==> src/rtl/api_spi_shifter.sv <==
// Serial engine for the API chains: shifts 32-bit command words MSB-first on sck/mosi
// (mode 0) while capturing the selected chain's miso reply, framed by a per-chain load strobe.
module api_spi_shifter #(
    parameter int CH_NUM = 2,
    parameter int WORD_W = 32
) (
    input  logic              clk,
    input  logic              rst_n,
    input  logic              start,
    input  logic              abort,
    input  logic [7:0]        reg_sck,
    input  logic [5:0]        reg_ch_num,
    input  logic [7:0]        reg_word_num,
    input  logic              tx_valid,
    output logic              tx_ready,
    input  logic [WORD_W-1:0] tx_data,
    output logic              rx_valid,
    output logic [WORD_W-1:0] rx_data,
    output logic              busy,
    output logic              done,
    output logic              err,
    output logic [CH_NUM-1:0] load,
    output logic              sck,
    output logic              mosi,
    input  logic [CH_NUM-1:0] miso,
    output logic [2:0]        dbg_state
);

    localparam int BW = $clog2(WORD_W);

    typedef enum logic [2:0] {
        S_IDLE   = 3'd0,
        S_LOAD   = 3'd1,
        S_FETCH  = 3'd2,
        S_SHIFT  = 3'd3,
        S_UNLOAD = 3'd4
    } state_t;

    state_t            state_q;
    logic [7:0]        div_q;
    logic [7:0]        cnt_q;
    logic [7:0]        words_q;
    logic [5:0]        ch_q;
    logic [BW-1:0]     bit_q;
    logic [WORD_W-1:0] tx_sr_q;
    logic [WORD_W-1:0] rx_sr_q;
    logic [WORD_W-1:0] rx_data_q;
    logic              sck_q;
    logic              load_en_q;
    logic              rx_valid_q;
    logic              done_q;
    logic              err_q;
    logic              busy_q;

    logic              miso_bit;
    logic [CH_NUM-1:0] load_vec;
    logic              cnt_hit;
    logic              ch_bad;

    assign cnt_hit = (cnt_q == div_q);
    assign ch_bad  = ({1'b0, reg_ch_num} >= 7'(CH_NUM));

    // Chain select done by compare so an out-of-range latched index selects nothing.
    always_comb begin
        miso_bit = 1'b0;
        load_vec = '0;
        for (int i = 0; i < CH_NUM; i++) begin
            if (ch_q == 6'(i)) begin
                miso_bit    = miso[i];
                load_vec[i] = load_en_q;
            end
        end
    end

    // Handshake: a word moves when tx_valid & tx_ready are both high at a clk edge;
    // tx_ready is high only in FETCH, which is left on that same edge, so at most one word per FETCH.
    always_ff @(posedge clk or negedge rst_n) begin
        if (!rst_n) begin
            state_q    <= S_IDLE;
            div_q      <= '0;
            cnt_q      <= '0;
            words_q    <= '0;
            ch_q       <= '0;
            bit_q      <= '0;
            tx_sr_q    <= '0;
            rx_sr_q    <= '0;
            rx_data_q  <= '0;
            sck_q      <= 1'b0;
            load_en_q  <= 1'b0;
            rx_valid_q <= 1'b0;
            done_q     <= 1'b0;
            err_q      <= 1'b0;
            busy_q     <= 1'b0;
        end else begin
            rx_valid_q <= 1'b0;
            done_q     <= 1'b0;
            if (abort && (state_q != S_IDLE)) begin
                state_q   <= S_IDLE;
                sck_q     <= 1'b0;
                load_en_q <= 1'b0;
                busy_q    <= 1'b0;
                done_q    <= 1'b1;
                cnt_q     <= '0;
            end else begin
                case (state_q)
                    S_IDLE: begin
                        if (start && !abort) begin
                            div_q   <= reg_sck;
                            ch_q    <= reg_ch_num;
                            words_q <= reg_word_num;
                            cnt_q   <= '0;
                            if (ch_bad) begin
                                err_q  <= 1'b1;
                                done_q <= 1'b1;
                            end else begin
                                err_q <= 1'b0;
                                if (reg_word_num == 8'd0) begin
                                    done_q <= 1'b1;
                                end else begin
                                    state_q   <= S_LOAD;
                                    busy_q    <= 1'b1;
                                    load_en_q <= 1'b1;
                                end
                            end
                        end
                    end
                    S_LOAD: begin
                        if (cnt_hit) begin
                            cnt_q   <= '0;
                            state_q <= S_FETCH;
                        end else begin
                            cnt_q <= cnt_q + 8'd1;
                        end
                    end
                    S_FETCH: begin
                        if (tx_valid) begin
                            tx_sr_q <= tx_data;
                            bit_q   <= '0;
                            cnt_q   <= '0;
                            state_q <= S_SHIFT;
                        end
                    end
                    S_SHIFT: begin
                        if (!cnt_hit) begin
                            cnt_q <= cnt_q + 8'd1;
                        end else begin
                            cnt_q <= '0;
                            if (!sck_q) begin
                                sck_q   <= 1'b1;
                                rx_sr_q <= {rx_sr_q[WORD_W-2:0], miso_bit};
                            end else begin
                                sck_q   <= 1'b0;
                                tx_sr_q <= {tx_sr_q[WORD_W-2:0], 1'b0};
                                bit_q   <= bit_q + 1'b1;
                                if (bit_q == BW'(WORD_W - 1)) begin
                                    rx_valid_q <= 1'b1;
                                    rx_data_q  <= rx_sr_q;
                                    words_q    <= words_q - 8'd1;
                                    state_q    <= (words_q == 8'd1) ? S_UNLOAD : S_FETCH;
                                end
                            end
                        end
                    end
                    S_UNLOAD: begin
                        if (cnt_hit) begin
                            cnt_q     <= '0;
                            load_en_q <= 1'b0;
                            busy_q    <= 1'b0;
                            done_q    <= 1'b1;
                            state_q   <= S_IDLE;
                        end else begin
                            cnt_q <= cnt_q + 8'd1;
                        end
                    end
                    default: state_q <= S_IDLE;
                endcase
            end
        end
    end

    assign tx_ready  = (state_q == S_FETCH);
    assign rx_valid  = rx_valid_q;
    assign rx_data   = rx_data_q;
    assign busy      = busy_q;
    assign done      = done_q;
    assign err       = err_q;
    assign load      = load_vec;
    assign sck       = sck_q;
    assign mosi      = (state_q == S_SHIFT) & tx_sr_q[WORD_W-1];
    assign dbg_state = state_q;

endmodule
==> config.mk <==
export PLATFORM = sky130hd
export DESIGN_NAME = api_spi_shifter
export DESIGN_NICKNAME = d
export VERILOG_FILES = /design/src/rtl/api_spi_shifter.sv
export SDC_FILE = /design/constraint.sdc
export NUM_CORES = 1
export LEC_CHECK = 0
export BUFFER_PORTS_ARGS = -buffer_cell sky130_fd_sc_hd__buf_2
export CELL_PAD_IN_SITES_DETAIL_PLACEMENT = 2
export CELL_PAD_IN_SITES_GLOBAL_PLACEMENT = 2
export CORE_UTILIZATION = 33
export DETAILED_ROUTE_END_ITERATION = 16
export PLACE_DENSITY_LB_ADDON = 0.2
export SLEW_MARGIN = 30
export SYNTH_ARGS = -nofsm -noshare
export SYNTH_HDL_FRONTEND = slang
export SYNTH_SLANG_ARGS = --single-unit
==> constraint.sdc <==
create_clock -name clk -period 1.9 [get_ports clk]
set_input_delay 0.38 -clock clk [delete_from_list [all_inputs] [get_ports clk]]
set_output_delay 0.38 -clock clk [all_outputs]
set_load 0.02 [all_outputs]
### Word-level counts from Yosys, hierarchy flattened

Cells that the tools add are included.

| word-level totals | value |
|---|---|
| flip-flop bits (word level) | 139 |
| input bits | 61 |
| output and inout port bits | 44 |
| word-level logic and storage cells | 122 |

| operators by class | value |
|---|---|
| add/subtract/negate cells | 3 |
| magnitude comparators | 1 |
| equal/unequal tests | 22 |
| mux-type cells | 56 |
| bitwise operators | 3 |
| reduce and logical (&&, ||, !) cells | 23 |

Operator list:

| kind | number |
|---|---|
| $mux W32 | 3 |
| $mux W8 | 8 |
| $pmux W32 S2 | 1 |
| $mux W3 | 11 |
| $mux W1 | 24 |
| $ne A3 B3 Y1 const B | 8 |
| $pmux W8 S3 | 1 |
| $pmux W8 S2 | 1 |
| $mux W5 | 3 |
| $pmux W3 S5 | 1 |
| $reduce_and A5 Y1 | 3 |
| $ne A2 B2 Y1 const B | 5 |
| $pmux W5 S2 | 1 |
| $reduce_and A9 Y1 | 1 |
| $add A8 B1 Y8 const B | 1 |
| $eq A8 B1 Y1 const B | 1 |
| $eq A8 B8 Y1 | 1 |
| $logic_not A8 Y1 | 1 |
| $reduce_bool A2 Y1 | 4 |
| $sub A8 B1 Y8 const B | 1 |
| $eq A3 B2 Y1 const B | 2 |
| $eq A6 B1 Y1 const B | 1 |
| $ge A6 B2 Y1 const B | 1 |
| $logic_not A6 Y1 | 1 |
| 18 further kinds | 23 |

### Depth between registers and ports, before layout

| logic depth | value |
|---|---|
| depth in word-level cells | 7 |
| depth in mapped cells | 8 |
| gate-level depth less buffers | 8 |

### Least setup slack after synthesis

OpenSTA, ideal clock, no wires.

| path | value |
|---|---|
| path kind | flip-flop to flip-flop |
| start | reg state_q[2] (netlist: dbg_state[2]) |
| end | reg words_q[7] |
| library setup time | 0.122 ns |
| arrival time | 1.990 ns |
| required time | 1.778 ns |
| slack | -0.212 ns |
| stages on the path, launching flop included | 6 |
| path buffers | 1 |
| period minus slack after synthesis | 2.112 ns |
| cells stage by stage | dfrtp_1 buf_2 nand4bb_1 o21a_1 or4_1 a32o_1 |

| on the way | value |
|---|---|
| word-level cells in the longest chain between the ends | 4 |
| elaborated cells on any way between the ends | 12 |
| those cells by class | 5 x eq/ne; 1 x mux; 1 x bitwise; 5 x reduce/logical |

RTL lines:

| item | RTL line | source |
|---|---|---|
| start, declared | 39 | `state_t state_q;` |
| start signal, assigned | 159 | `state_q <= (words_q == 8'd1) ? S_UNLOAD : S_FETCH;` |
| branches (longest 4 deep; another with $reduce_and A6 Y1) | n/a |  |
| end signal, assigned | 110 | `words_q <= reg_word_num;` |
| end signal, assigned | 158 | `words_q <= words_q - 8'd1;` |
| end, declared | 42 | `logic [7:0] words_q;` |

Parallel ways; which one is timed is not known.
A chain may end at the register's enable or synchronous reset.

### Final worst setup path

| path | value |
|---|---|
| start | reg ch_q[4] |
| end | out load[0] |

| on the way | value |
|---|---|
| word-level cells in the longest chain between the ends | 2 |

RTL lines:

| item | RTL line | source |
|---|---|---|
| start, declared | 43 | `logic [5:0] ch_q;` |
| start signal, assigned | 109 | `ch_q <= reg_ch_num;` |
| $logic_not A6 Y1 | 68 | `if (ch_q == 6'(i)) begin` |
| $mux W1 | 68 |  |
| end, declared | 22 | `output logic [CH_NUM-1:0] load,` |

Every way passes these cells.

==> flow_summary.yaml <==
timing:
  fin_crit_ps: 2177
  fin_tns_setup_ps: -20320
  rsz0062_at_grt: "yes"
  finalMaxSlewViolations: 0
  fmax_mhz: 459.3
  relSlewSlack_pct: 69.04
  setup_ws_ps: -277.4
  fin_crit_sh_pct: 114.6
  finalSetupViolCount: 108
  worst_pin_slew_ps: 458.4
  fin_worst_skew_ps: 8.964
  hold_viol_final: 0
setup_path:
  r2r_slack_ps: -250
  startpoint: "ch_q[4]"
  reg2reg_from: "div_q[5]"
  cp_num_cells: 5
  critPathCaptureType: "primary output"
  r2r_cells: 8
  crit_fanout: 2
  cp.buffers_inverters: 1
  critPathSlowestCell: "or4_4"
  r2r-end: "tx_sr_q[7]"
  cp_slowest_stage_delay_ps: 560
  start_kind: "flip-flop"
  crit_type: "reg2out"
  worstPathArrival_ps: 1800
  cp_cell_sequence: "or4_4 -> nor2_4 -> nand2_1 -> nor2_1 -> buf_4"
  cp-endpoint: "load[0]"
  crit_family: "simple AND/OR/NAND/NOR gates"
  cp_data_required_time_ps: 1520
routing:
  wl_per_cell_um: 20.60
  dr.pass1.iters: 4
  via_per_inst: 5.122
  drt.antenna.violating_nets: 0
  num_vias: 4979
  drt-initial-drc-count: 195
  wl_mm: 20.02
  drc: 0
final_layout:
  syn2layout_area_growth_pct: 41.13
  fin_cells: 972
  layout-drive-gt1-share_pct: 49.59
  utilization_pct: 47.69
  postLayoutCellArea_mm2: 0.008951
  antenna_cells: 0
  nets: 792
  final_cell_mix: "dfrtp_1, nand2_1, buf_2"
  final_common_cell: "dfrtp_1"
power:
  pwr-share-clk_pct: 29.9
  p_seq_share_pct: 37.4
  internal-power_mw: 7.357
  power_density_mw_per_mm2: 1235
  p_sw_share_pct: 33.45
  ir_drop_uv: 688.9
  comb_power_share_pct: 32.7
  leakagePower_nw: 4.444
  p_sw_mw: 3.697
logic_synthesis:
  yosysSeqAreaShare_pct: 54.84
  post_synth_main_area_contributors: "dfrtp_1, mux2_2, nand2_1, xor2_1, nor2_1"
  synth_edf_count: 0
  synth_cell_types: 51
  synth-async-reset-ratio_pct: 100.0
  synth.avg_cell_area_um2: 11.57
  yosys_warnings: 0
  synth_top_area_share_pct: 54.84
  synth_area_leader_cell: "dfrtp_1"
  syn_inst: 548
  ys_ff_latch: 139
  syn-cell-area_mm2: 0.006342
  synth_fp_nets: 614
  ys.flop_type: "dfrtp_1"
clock_network:
  cts_max_level: 4
  cts_tree: "built"
  cts_inserted_buffers: 17
  root_buffer: "clkbuf_16"
  clk_pin_slew_worst_paths_ps: 60
  insertion_delay_ps: 430
  clkSinkCount: 139
  clock_path_buffers: 2
min_path:
  worstHoldPathType: "in2reg"
  hold_depth: 2
  min_from: "reg_sck[7]"
floorplan:
  die_area_mm2: 0.01978
  die_h_um: 140.6
  die_w_um: 140.6
  core-area_mm2: 0.01877
  start_util_pct: 33.79
  ios: 105
  core.rowCount: 50
place:
  io_buffer_count: 104
  place_congestion: 0.8004
  place_area_mm2: 0.007785
  dp_cells: 915
  dp_hpwl_mm: 12.84
global_route:
  overflow: 0
  grt_pass1_wl_mm: 31.51
  grt_use_total_pct: 20.78
  first_global_vias: 5661
  grt_max_degree: 53
  antenna_found_initial: 0
run_status:
  status: "finished with violations"
  violations: "setup timing"
run:
  drv_cap: 0
metrics by stage:
step | hold slack, ps | power, mW | setup WS [ps]
detailed placement | 309.0 | 7.344 | -315.2
finish | 181.4 | 11.05 | -277.4
CTS | 161.6 | 10.98 | -302.2
floorplan | 84.41 | 6.119 | -103.4
global placement | 300.1 | 7.117 | -194.9
global route | 172.8 | 11.65 | -375.8
flip-flops by register name, indices dropped and copies added, names as in the netlist, 3 cells and up:
signal	cells
ch_q	6
tx_sr_q	32
words_q	8
cnt_q	8
rx_data	32
rx_sr_q	32
dbg_state	3
div_q	8
bit_q	5
Yosys cell counts, types with 6 or more instances:
master    number
a31oi_1        8
o21ai_0       12
xor2_1         9
buf_2         11
nor2_1        20
nand3_1        6
mux2_2       108
nand2b_1       7
nand2_1      107
clkbuf_1      14
a21oi_1       13
inv_1          7
dfrtp_1      139
power by group through the flow:
stage	Sequential [mW]	Combinational, mW	Clock, mW
finish	4.14	3.62	3.30
detailed placement	4.14	3.20	0
floorplan	4.04	2.08	0
global placement	4.08	3.04	0
CTS	4.12	3.47	3.38
global route	4.22	3.94	3.49
cells by family after synthesis:
kind of cell,count (synthesis),share of synthesized area (%)
DFF,139,54.84
and+or+nand+nor,178,13.04
adders and majority gates,5,0.9864
AOI/OAI and AO/OA,68,7.398
buffers and inverters,37,2.644
xor gates and xnor gates,9,1.243
muxes,112,19.85
cell type report:
cell class	count	area (um^2)
clock buffers	19	432.9
inverters	7	26.28
repair buffers	189	1480
clock inverters	12	142.6
multi-input cells	372	3094
well taps	234	292.8
flip-flops and latches	139	3482
fillers	1875	9817
layer usage:
metal | up-vias | track usage, % | routed length, um
li1 | 2279 | - | -
met4 | 0 | 7.437 | 295
met5 | - | 0 | 0
met3 | 21 | 3.465 | 522
met2 | 95 | 35.66 | 10260
met1 | 2584 | 26.42 | 8949
repair_timing:
action / in CTS / in global routing
cloned: 6 / 3
hold buffers: 1 / 0
setup buffers: 17 / 10
pin swaps: 13 / 20
gates resized for setup: 43 / 17
setup endpoints to repair: 113 / 122
hold endpoints to repair: 35 / 0
worst register-to-register path, delay by kind of cell, from the launching register on:
family	cells	cell delay, ps
buffers and inverters	3	450
AND/OR/NAND/NOR	2	440
flip-flops	1	400
multiplexers	1	340
AO/OA/AOI/OAI	1	220
XOR/XNOR	1	180
how the worst min path moves through the flow:
stage / endpoint / slack, ps
6_report: div_q[7] / 180
2_1_floorplan: bit_q[0] / 80
4_1_cts: div_q[4] / 160
3_5_place_dp: rx_data[21] / 310
5_1_grt: div_q[2] / 170
3_3_place_gp: rx_data[21] / 300
No activity file was read; power rests on OpenSTA's default activity.
